**config.mk**
```make
export PLATFORM = sky130hd
export DESIGN_NAME = present_round_ctrl
export DESIGN_NICKNAME = d
export VERILOG_FILES = /design/src/rtl/present_pkg.sv /design/src/rtl/SBox.sv /design/src/rtl/present_player.sv /design/src/rtl/present_round_ctrl.sv
export SDC_FILE = /design/constraint.sdc
export NUM_CORES = 1
export LEC_CHECK = 0
export ABC_AREA = 0
export BUFFER_PORTS_ARGS = -buffer_cell sky130_fd_sc_hd__buf_2
export CAP_MARGIN = 10
export CORE_MARGIN = 2
export CORE_UTILIZATION = 45
export CTS_CLUSTER_DIAMETER = 60
export DETAILED_ROUTE_END_ITERATION = 12
export HOLD_SLACK_MARGIN = 0.06
export MAX_ROUTING_LAYER = met4
export PLACE_DENSITY = 0.69
export SETUP_SLACK_MARGIN = 0.05
export SLEW_MARGIN = 0
export SYNTH_ARGS = -nofsm -noshare
export SYNTH_HDL_FRONTEND = slang
export SYNTH_SLANG_ARGS = --single-unit
export TNS_END_PERCENT = 5
```
**constraint.sdc**
```tcl
create_clock -name clk -period 3.7 [get_ports clk]
set_clock_uncertainty 0.15 [all_clocks]
set_input_delay 0.37 -clock clk [delete_from_list [all_inputs] [get_ports clk]]
set_output_delay 0.37 -clock clk [all_outputs]
set_load 0.01 [all_outputs]
```
**src/rtl/present_pkg.sv**
```systemverilog
// present_pkg
// Shared definitions for the iterative PRESENT-80 engine.
//   state_e      : controller phases (IDLE, ADD, SUB, PERM, FINAL, DONE)
//   ROUNDS       : number of full cipher rounds before the final whitening
//   KEY_W, BLK_W : key register and data block widths
//   legal_nsbox  : true when the S-box count divides the 16 nibbles evenly
package present_pkg;

    typedef enum logic [2:0] {
        IDLE,
        ADD,
        SUB,
        PERM,
        FINAL,
        DONE
    } state_e;

    localparam int ROUNDS = 31;
    localparam int KEY_W  = 80;
    localparam int BLK_W  = 64;

    // Only powers of two up to 16 let the nibble pointer wrap cleanly.
    function automatic bit legal_nsbox(input int n);
        return (n == 1) || (n == 2) || (n == 4) || (n == 8) || (n == 16);
    endfunction

endpackage

```
**src/rtl/SBox.sv**
```systemverilog
// SBox
// The 4-bit PRESENT substitution box, purely combinational.
//   x : input nibble
//   y : substituted nibble
module SBox (
    input  logic [3:0] x,
    output logic [3:0] y
);

    // Lookup table: C 5 6 B 9 0 A D 3 E F 8 4 7 1 2
    always_comb begin
        case (x)
            4'h0:    y = 4'hC;
            4'h1:    y = 4'h5;
            4'h2:    y = 4'h6;
            4'h3:    y = 4'hB;
            4'h4:    y = 4'h9;
            4'h5:    y = 4'h0;
            4'h6:    y = 4'hA;
            4'h7:    y = 4'hD;
            4'h8:    y = 4'h3;
            4'h9:    y = 4'hE;
            4'hA:    y = 4'hF;
            4'hB:    y = 4'h8;
            4'hC:    y = 4'h4;
            4'hD:    y = 4'h7;
            4'hE:    y = 4'h1;
            default: y = 4'h2;
        endcase
    end

endmodule

```
**src/rtl/present_player.sv**
```systemverilog
// present_player
// PRESENT bit permutation layer (pLayer), purely combinational.
//   x : 64-bit state before permutation
//   y : 64-bit state after permutation; bit i of x lands at (16*i) mod 63,
//       bit 63 stays in place
module present_player
    import present_pkg::*;
(
    input  logic [BLK_W-1:0] x,
    output logic [BLK_W-1:0] y
);

    for (genvar i = 0; i < BLK_W - 1; i++) begin : g_bit
        assign y[(16 * i) % 63] = x[i];
    end

    assign y[BLK_W-1] = x[BLK_W-1];

endmodule

```
**src/rtl/present_round_ctrl.sv**
```systemverilog
// present_round_ctrl
// Iterative PRESENT-80 encryption engine. The 16-nibble substitution layer
// is spread over 16/NSBOX cycles using NSBOX shared S-box instances.
//   clk   : rising-edge clock
//   reset : synchronous, active-high
//   start : request, only honoured in IDLE
//   din   : 64-bit plaintext, captured on an accepted start
//   key   : 80-bit key, captured on an accepted start
//   busy  : high from the cycle after start through the FINAL cycle
//   done  : one-cycle pulse when dout carries a fresh ciphertext
//   dout  : ciphertext, held until the next operation's FINAL cycle
module present_round_ctrl
    import present_pkg::*;
#(
    parameter int NSBOX = 4
) (
    input  logic             clk,
    input  logic             reset,
    input  logic             start,
    input  logic [BLK_W-1:0] din,
    input  logic [KEY_W-1:0] key,
    output logic             busy,
    output logic             done,
    output logic [BLK_W-1:0] dout
);

    if (!legal_nsbox(NSBOX)) begin : g_bad_nsbox
        $error("present_round_ctrl: NSBOX must be 1, 2, 4, 8 or 16");
    end

    // With NSBOX=16 the step truncates to 0, which keeps np parked at 0.
    localparam logic [3:0] NP_STEP = 4'(NSBOX);
    localparam logic [3:0] NP_LAST = 4'(16 - NSBOX);

    state_e           fsm;
    logic [BLK_W-1:0] state_reg;
    logic [KEY_W-1:0] key_reg;
    logic [4:0]       rc;
    logic [3:0]       np;

    logic [BLK_W-1:0] round_key;
    logic [BLK_W-1:0] sub_next;
    logic [BLK_W-1:0] perm_next;
    logic [KEY_W-1:0] key_rot;
    logic [KEY_W-1:0] key_next;
    logic [3:0]       ks_out;

    logic [3:0] nib_idx  [NSBOX];
    logic [3:0] sbox_in  [NSBOX];
    logic [3:0] sbox_out [NSBOX];

    assign round_key = key_reg[KEY_W-1:KEY_W-BLK_W];

    // Each shared S-box j works on nibble np+j of the current state.
    for (genvar j = 0; j < NSBOX; j++) begin : g_sbox
        assign nib_idx[j] = np + 4'(j);
        assign sbox_in[j] = state_reg[{nib_idx[j], 2'b00} +: 4];
        SBox u_sbox (
            .x (sbox_in[j]),
            .y (sbox_out[j])
        );
    end

    // State with this cycle's window of nibbles substituted.
    always_comb begin
        sub_next = state_reg;
        for (int j = 0; j < NSBOX; j++) begin
            sub_next[{nib_idx[j], 2'b00} +: 4] = sbox_out[j];
        end
    end

    present_player u_player (
        .x (state_reg),
        .y (perm_next)
    );

    // Key schedule: rotate left by 61 (equivalently right by 19), S-box
    // the top nibble and fold the round counter into bits [19:15].
    assign key_rot = {key_reg[18:0], key_reg[KEY_W-1:19]};

    SBox u_ks_sbox (
        .x (key_rot[79:76]),
        .y (ks_out)
    );

    always_comb begin
        key_next        = key_rot;
        key_next[79:76] = ks_out;
        key_next[19:15] = key_rot[19:15] ^ rc;
    end

    // Controller, datapath registers and registered outputs.
    always_ff @(posedge clk) begin
        if (reset) begin
            fsm       <= IDLE;
            state_reg <= '0;
            key_reg   <= '0;
            rc        <= '0;
            np        <= '0;
            busy      <= 1'b0;
            done      <= 1'b0;
            dout      <= '0;
        end else begin
            case (fsm)
                IDLE: begin
                    if (start) begin
                        state_reg <= din;
                        key_reg   <= key;
                        rc        <= 5'd1;
                        np        <= '0;
                        busy      <= 1'b1;
                        fsm       <= ADD;
                    end
                end
                ADD: begin
                    state_reg <= state_reg ^ round_key;
                    fsm       <= SUB;
                end
                SUB: begin
                    state_reg <= sub_next;
                    if (np == NP_LAST) begin
                        np  <= '0;
                        fsm <= PERM;
                    end else begin
                        np  <= np + NP_STEP;
                    end
                end
                PERM: begin
                    state_reg <= perm_next;
                    key_reg   <= key_next;
                    if (rc == 5'(ROUNDS)) begin
                        fsm <= FINAL;
                    end else begin
                        rc  <= rc + 5'd1;
                        fsm <= ADD;
                    end
                end
                FINAL: begin
                    dout <= state_reg ^ round_key;
                    busy <= 1'b0;
                    done <= 1'b1;
                    fsm  <= DONE;
                end
                DONE: begin
                    done <= 1'b0;
                    fsm  <= IDLE;
                end
                default: begin
                    fsm <= IDLE;
                end
            endcase
        end
    end

endmodule

```
==> insert_results.sql <==
INSERT INTO impl_metrics (metric_group, metric, value, unit) VALUES
('final_layout', 'design_area', '15600', 'µm²'),
('place', 'numPortBuffers', '212', ''),
('floorplan', 'boundaryPins', '213', ''),
('power', 'largest_voltage_drop_on_the_vdd_net', '0.375', 'mV'),
('drt', 'routed_wire_length_per_instance', '23.1', 'µm'),
('synth', 'synth-seq-cells', '224', ''),
('critical_path', 'critPathKind', 'reg2reg', ''),
('place', 'gp_congestion', '0.987', ''),
('drt', 'routed_wirelength', '50500', 'µm'),
('cts', 'post_cts_resized', '0', ''),
('drt', 'drt-vias-per-instance', '6.03', ''),
('floorplan', 'fp.dieArea', '29400', 'µm²'),
('final_layout', 'layout.area.seq', '4490', 'µm²'),
('cts', 'numCtsBuffers', '26', ''),
('final_layout', 'diodes', '0', ''),
('run', 'max-cap-violations', '0', ''),
('critical_path', 'worstRegToRegCells', '7', ''),
('final_layout', 'finish.utilization', '0.562', ''),
('critical_path', 'endpoint_kind', 'register', ''),
('critical_path', 'required', '4.05', 'ns'),
('floorplan', 'coreArea', '27700', 'µm²'),
('global_routing', 'grt_antenna_before_repair', '0', ''),
('sta', 'timing_max_transition_violations_final', '0', ''),
('cts', 'tritoncts_clock_tree', 'yes', ''),
('power', 'p_leak', '6.15', 'nW'),
('drt', 'vias', '13200', ''),
('cts', 'cts_num_sinks', '224', ''),
('cts', 'cts_buffer_depth', '3', ''),
('sta', 'timing.slew.headroom', '0.339', ''),
('synth', 'ys_warn_count', '0', ''),
('synth', 'share_of_synthesized_flip_flops_with_an_asynchronous_set_or_reset', '0', ''),
('synth', 'synth_cells', '1579', ''),
('critical_path', 'start_kind', 'register', ''),
('min_path', 'hp-class', 'in2reg', ''),
('run_status', 'run_status', 'completed', ''),
('cts', 'clk_latency', '0.55', 'ns'),
('place', 'detailed_place.area', '13900', 'µm²'),
('synth', 'ys_types', '63', ''),
('sta', 'setup_viol_count_final', '0', ''),
('synth', 'main_area_contributors_after_synthesis', 'dfxtp_1 36%, nand2_1 8.4%, a311oi_1 5.9%', ''),
('floorplan', 'dieWidth', '171', 'µm'),
('global_routing', 'grt_first_pass_wirelength', '74700', 'µm'),
('final_layout', 'nNetsFinal', '1980', ''),
('synth', 'avgSynthCellArea', '7.99', 'µm²'),
('cts', 'cts_setup_buffers', '0', ''),
('synth', 'synth_area_leader_cell', 'dfxtp_1', ''),
('global_routing', 'pin_count_of_the_biggest_net_entering_global_routing', '161', ''),
('drt', 'drc_errors', '0', ''),
('final_layout', 'multi_input_comb_area', '7460', 'µm²'),
('floorplan', 'starting_utilization_of_the_core_area', '0.455', ''),
('critical_path', 'critical_path.max_fanout', '10', ''),
('final_layout', 'mostFrequentLayoutCells', '281 x nand2_1, 221 x dfxtp_1, 211 x buf_2, 188 x nor2_1, 106 x a21oi_1', ''),
('global_routing', 'first_global_vias', '12300', ''),
('place', 'post_dp_hpwl', '36500', 'µm'),
('min_path', 'whs_path_depth', '3', ''),
('synth', 'syn_area', '12600', 'µm²'),
('cts', 'htree_levels', '1', ''),
('final_layout', 'n_fill_cell', '2588', ''),
('final_layout', 'most_common_cell_after_layout_fill_and_taps_aside', 'nand2_1', ''),
('synth', 'synth_top_cell_area_share', '0.356', ''),
('sta', 'clock.fmax', '0.318', 'GHz'),
('place', 'dp_slack', '0.611', 'ns'),
('sta', 'final.setup.worst_slack', '0.560', 'ns'),
('min_path', 'min-delay-start', 'din[35]', ''),
('global_routing', 'groute.usage.overall', '0.348', ''),
('sta', 'rsz_0062_raised_after_global_routing', 'no', ''),
('power', 'power_density', '482', 'nW/µm²'),
('min_path', 'holdPathEnd', 'state_reg[35]', ''),
('critical_path', 'timing.reg2reg.setup_slack', '0.56', 'ns'),
('sta', 'hold-worst-slack', '0.0609', 'ns'),
('cts', 'clk_pin_slew', '0.06', 'ns');
-- worst max-delay path by stage --
| stage | startpoint | endpoint | slack (ns) | cells past startpoint |
|---|---|---|---|---|
| floorplan | np[3] | state_reg[29] | 0.63 | 12 |
| global placement | start | u_ks_sbox.y[0] | 0.67 | 10 |
| detailed placement | np[2] | state_reg[29] | 0.61 | 7 |
| CTS | np[2] | state_reg[29] | 0.59 | 7 |
| global route | np[2] | state_reg[29] | 0.42 | 7 |
| finish | np[2] | state_reg[29] | 0.56 | 7 |
-- synthesized netlist by cell type (all sizes together) (3+ instances only) --
library cell  instances
mux2i                23
o31ai                 7
a21oi               106
a21o                  4
nand4                 4
nor2                190
o21ai                71
mux2                  5
nor4b                 3
o22ai                12
and3                  3
dfxtp               224
ha                   37
inv                  30
clkbuf               85
nor3                  9
a221o                 3
a211o                 4
o21a                  3
or2                   5
mux4                 18
o211ai                8
nand3                13
nor4                 22
nor2b                 4
a211oi               67
xnor2                58
a2bb2oi               3
o221ai                3
a22oi                38
nand2               282
a311oi               85
nand2b               22
xor2                  7
a22o                 48
buf                  51
or3                   3
-- layout make-up --
type / instances / share of cell area
repair buffers: 324 / 0.140
clock buffers: 31 / 0.0455
well taps: 378 / 0.0304
clock inverters: 12 / 0.00996
flip-flops and latches: 224 / 0.288
multi-input cells: 1189 / 0.479
inverters: 31 / 0.00747
-- power by group --
part	internal (W)	total, W	switching, W
Clock	0.00157	0.00263	0.00106
Combinational	0.000770	0.00186	0.00109
Sequential	0.00263	0.00302	0.000389
Total	0.00497	0.00751	0.00254
-- routing by layer --
layer  part of all wire  GRT usage  vias up
met1               0.42      0.465     6290
met5                  0          -        -
li1                   -          -     6121
met3              0.096     0.0566      116
met2               0.44      0.531      679
met4              0.043      0.132        0
-- kinds of logic (layout without fill, tap and decap cells) --
| logic type | count (synthesis) | in the layout | share of synthesized area |
|---|---|---|---|
| simple gates | 570 | 570 | 0.192 |
| compound gates | 469 | 469 | 0.260 |
| flops | 224 | 224 | 0.356 |
| buf+inv | 167 | 398 | 0.0551 |
| xor+xnor | 65 | 65 | 0.0451 |
| mux | 46 | 46 | 0.0558 |
| fa+ha+maj | 37 | 37 | 0.0367 |
| other cells | 1 | 2 | 0.000297 |
-- per-stage QoR --
step                      cells  power, W
final                      2189   0.00751
after global routing       2189   0.00779
after CTS                  2189   0.00747
after detailed placement   2065   0.00480
after global placement     2065   0.00479
after floorplan            1580   0.00405
-- worst max-delay path: stages, from the launching register on --
cell	delay, ns
dfxtp_1	0.77
mux4_1	0.77
inv_1	0.15
ha_1	0.15
inv_1	0.04
mux4_2	0.54
nor4_1	0.38
a211o_1	0.15
No activity file was read; power rests on OpenSTA's default activity.
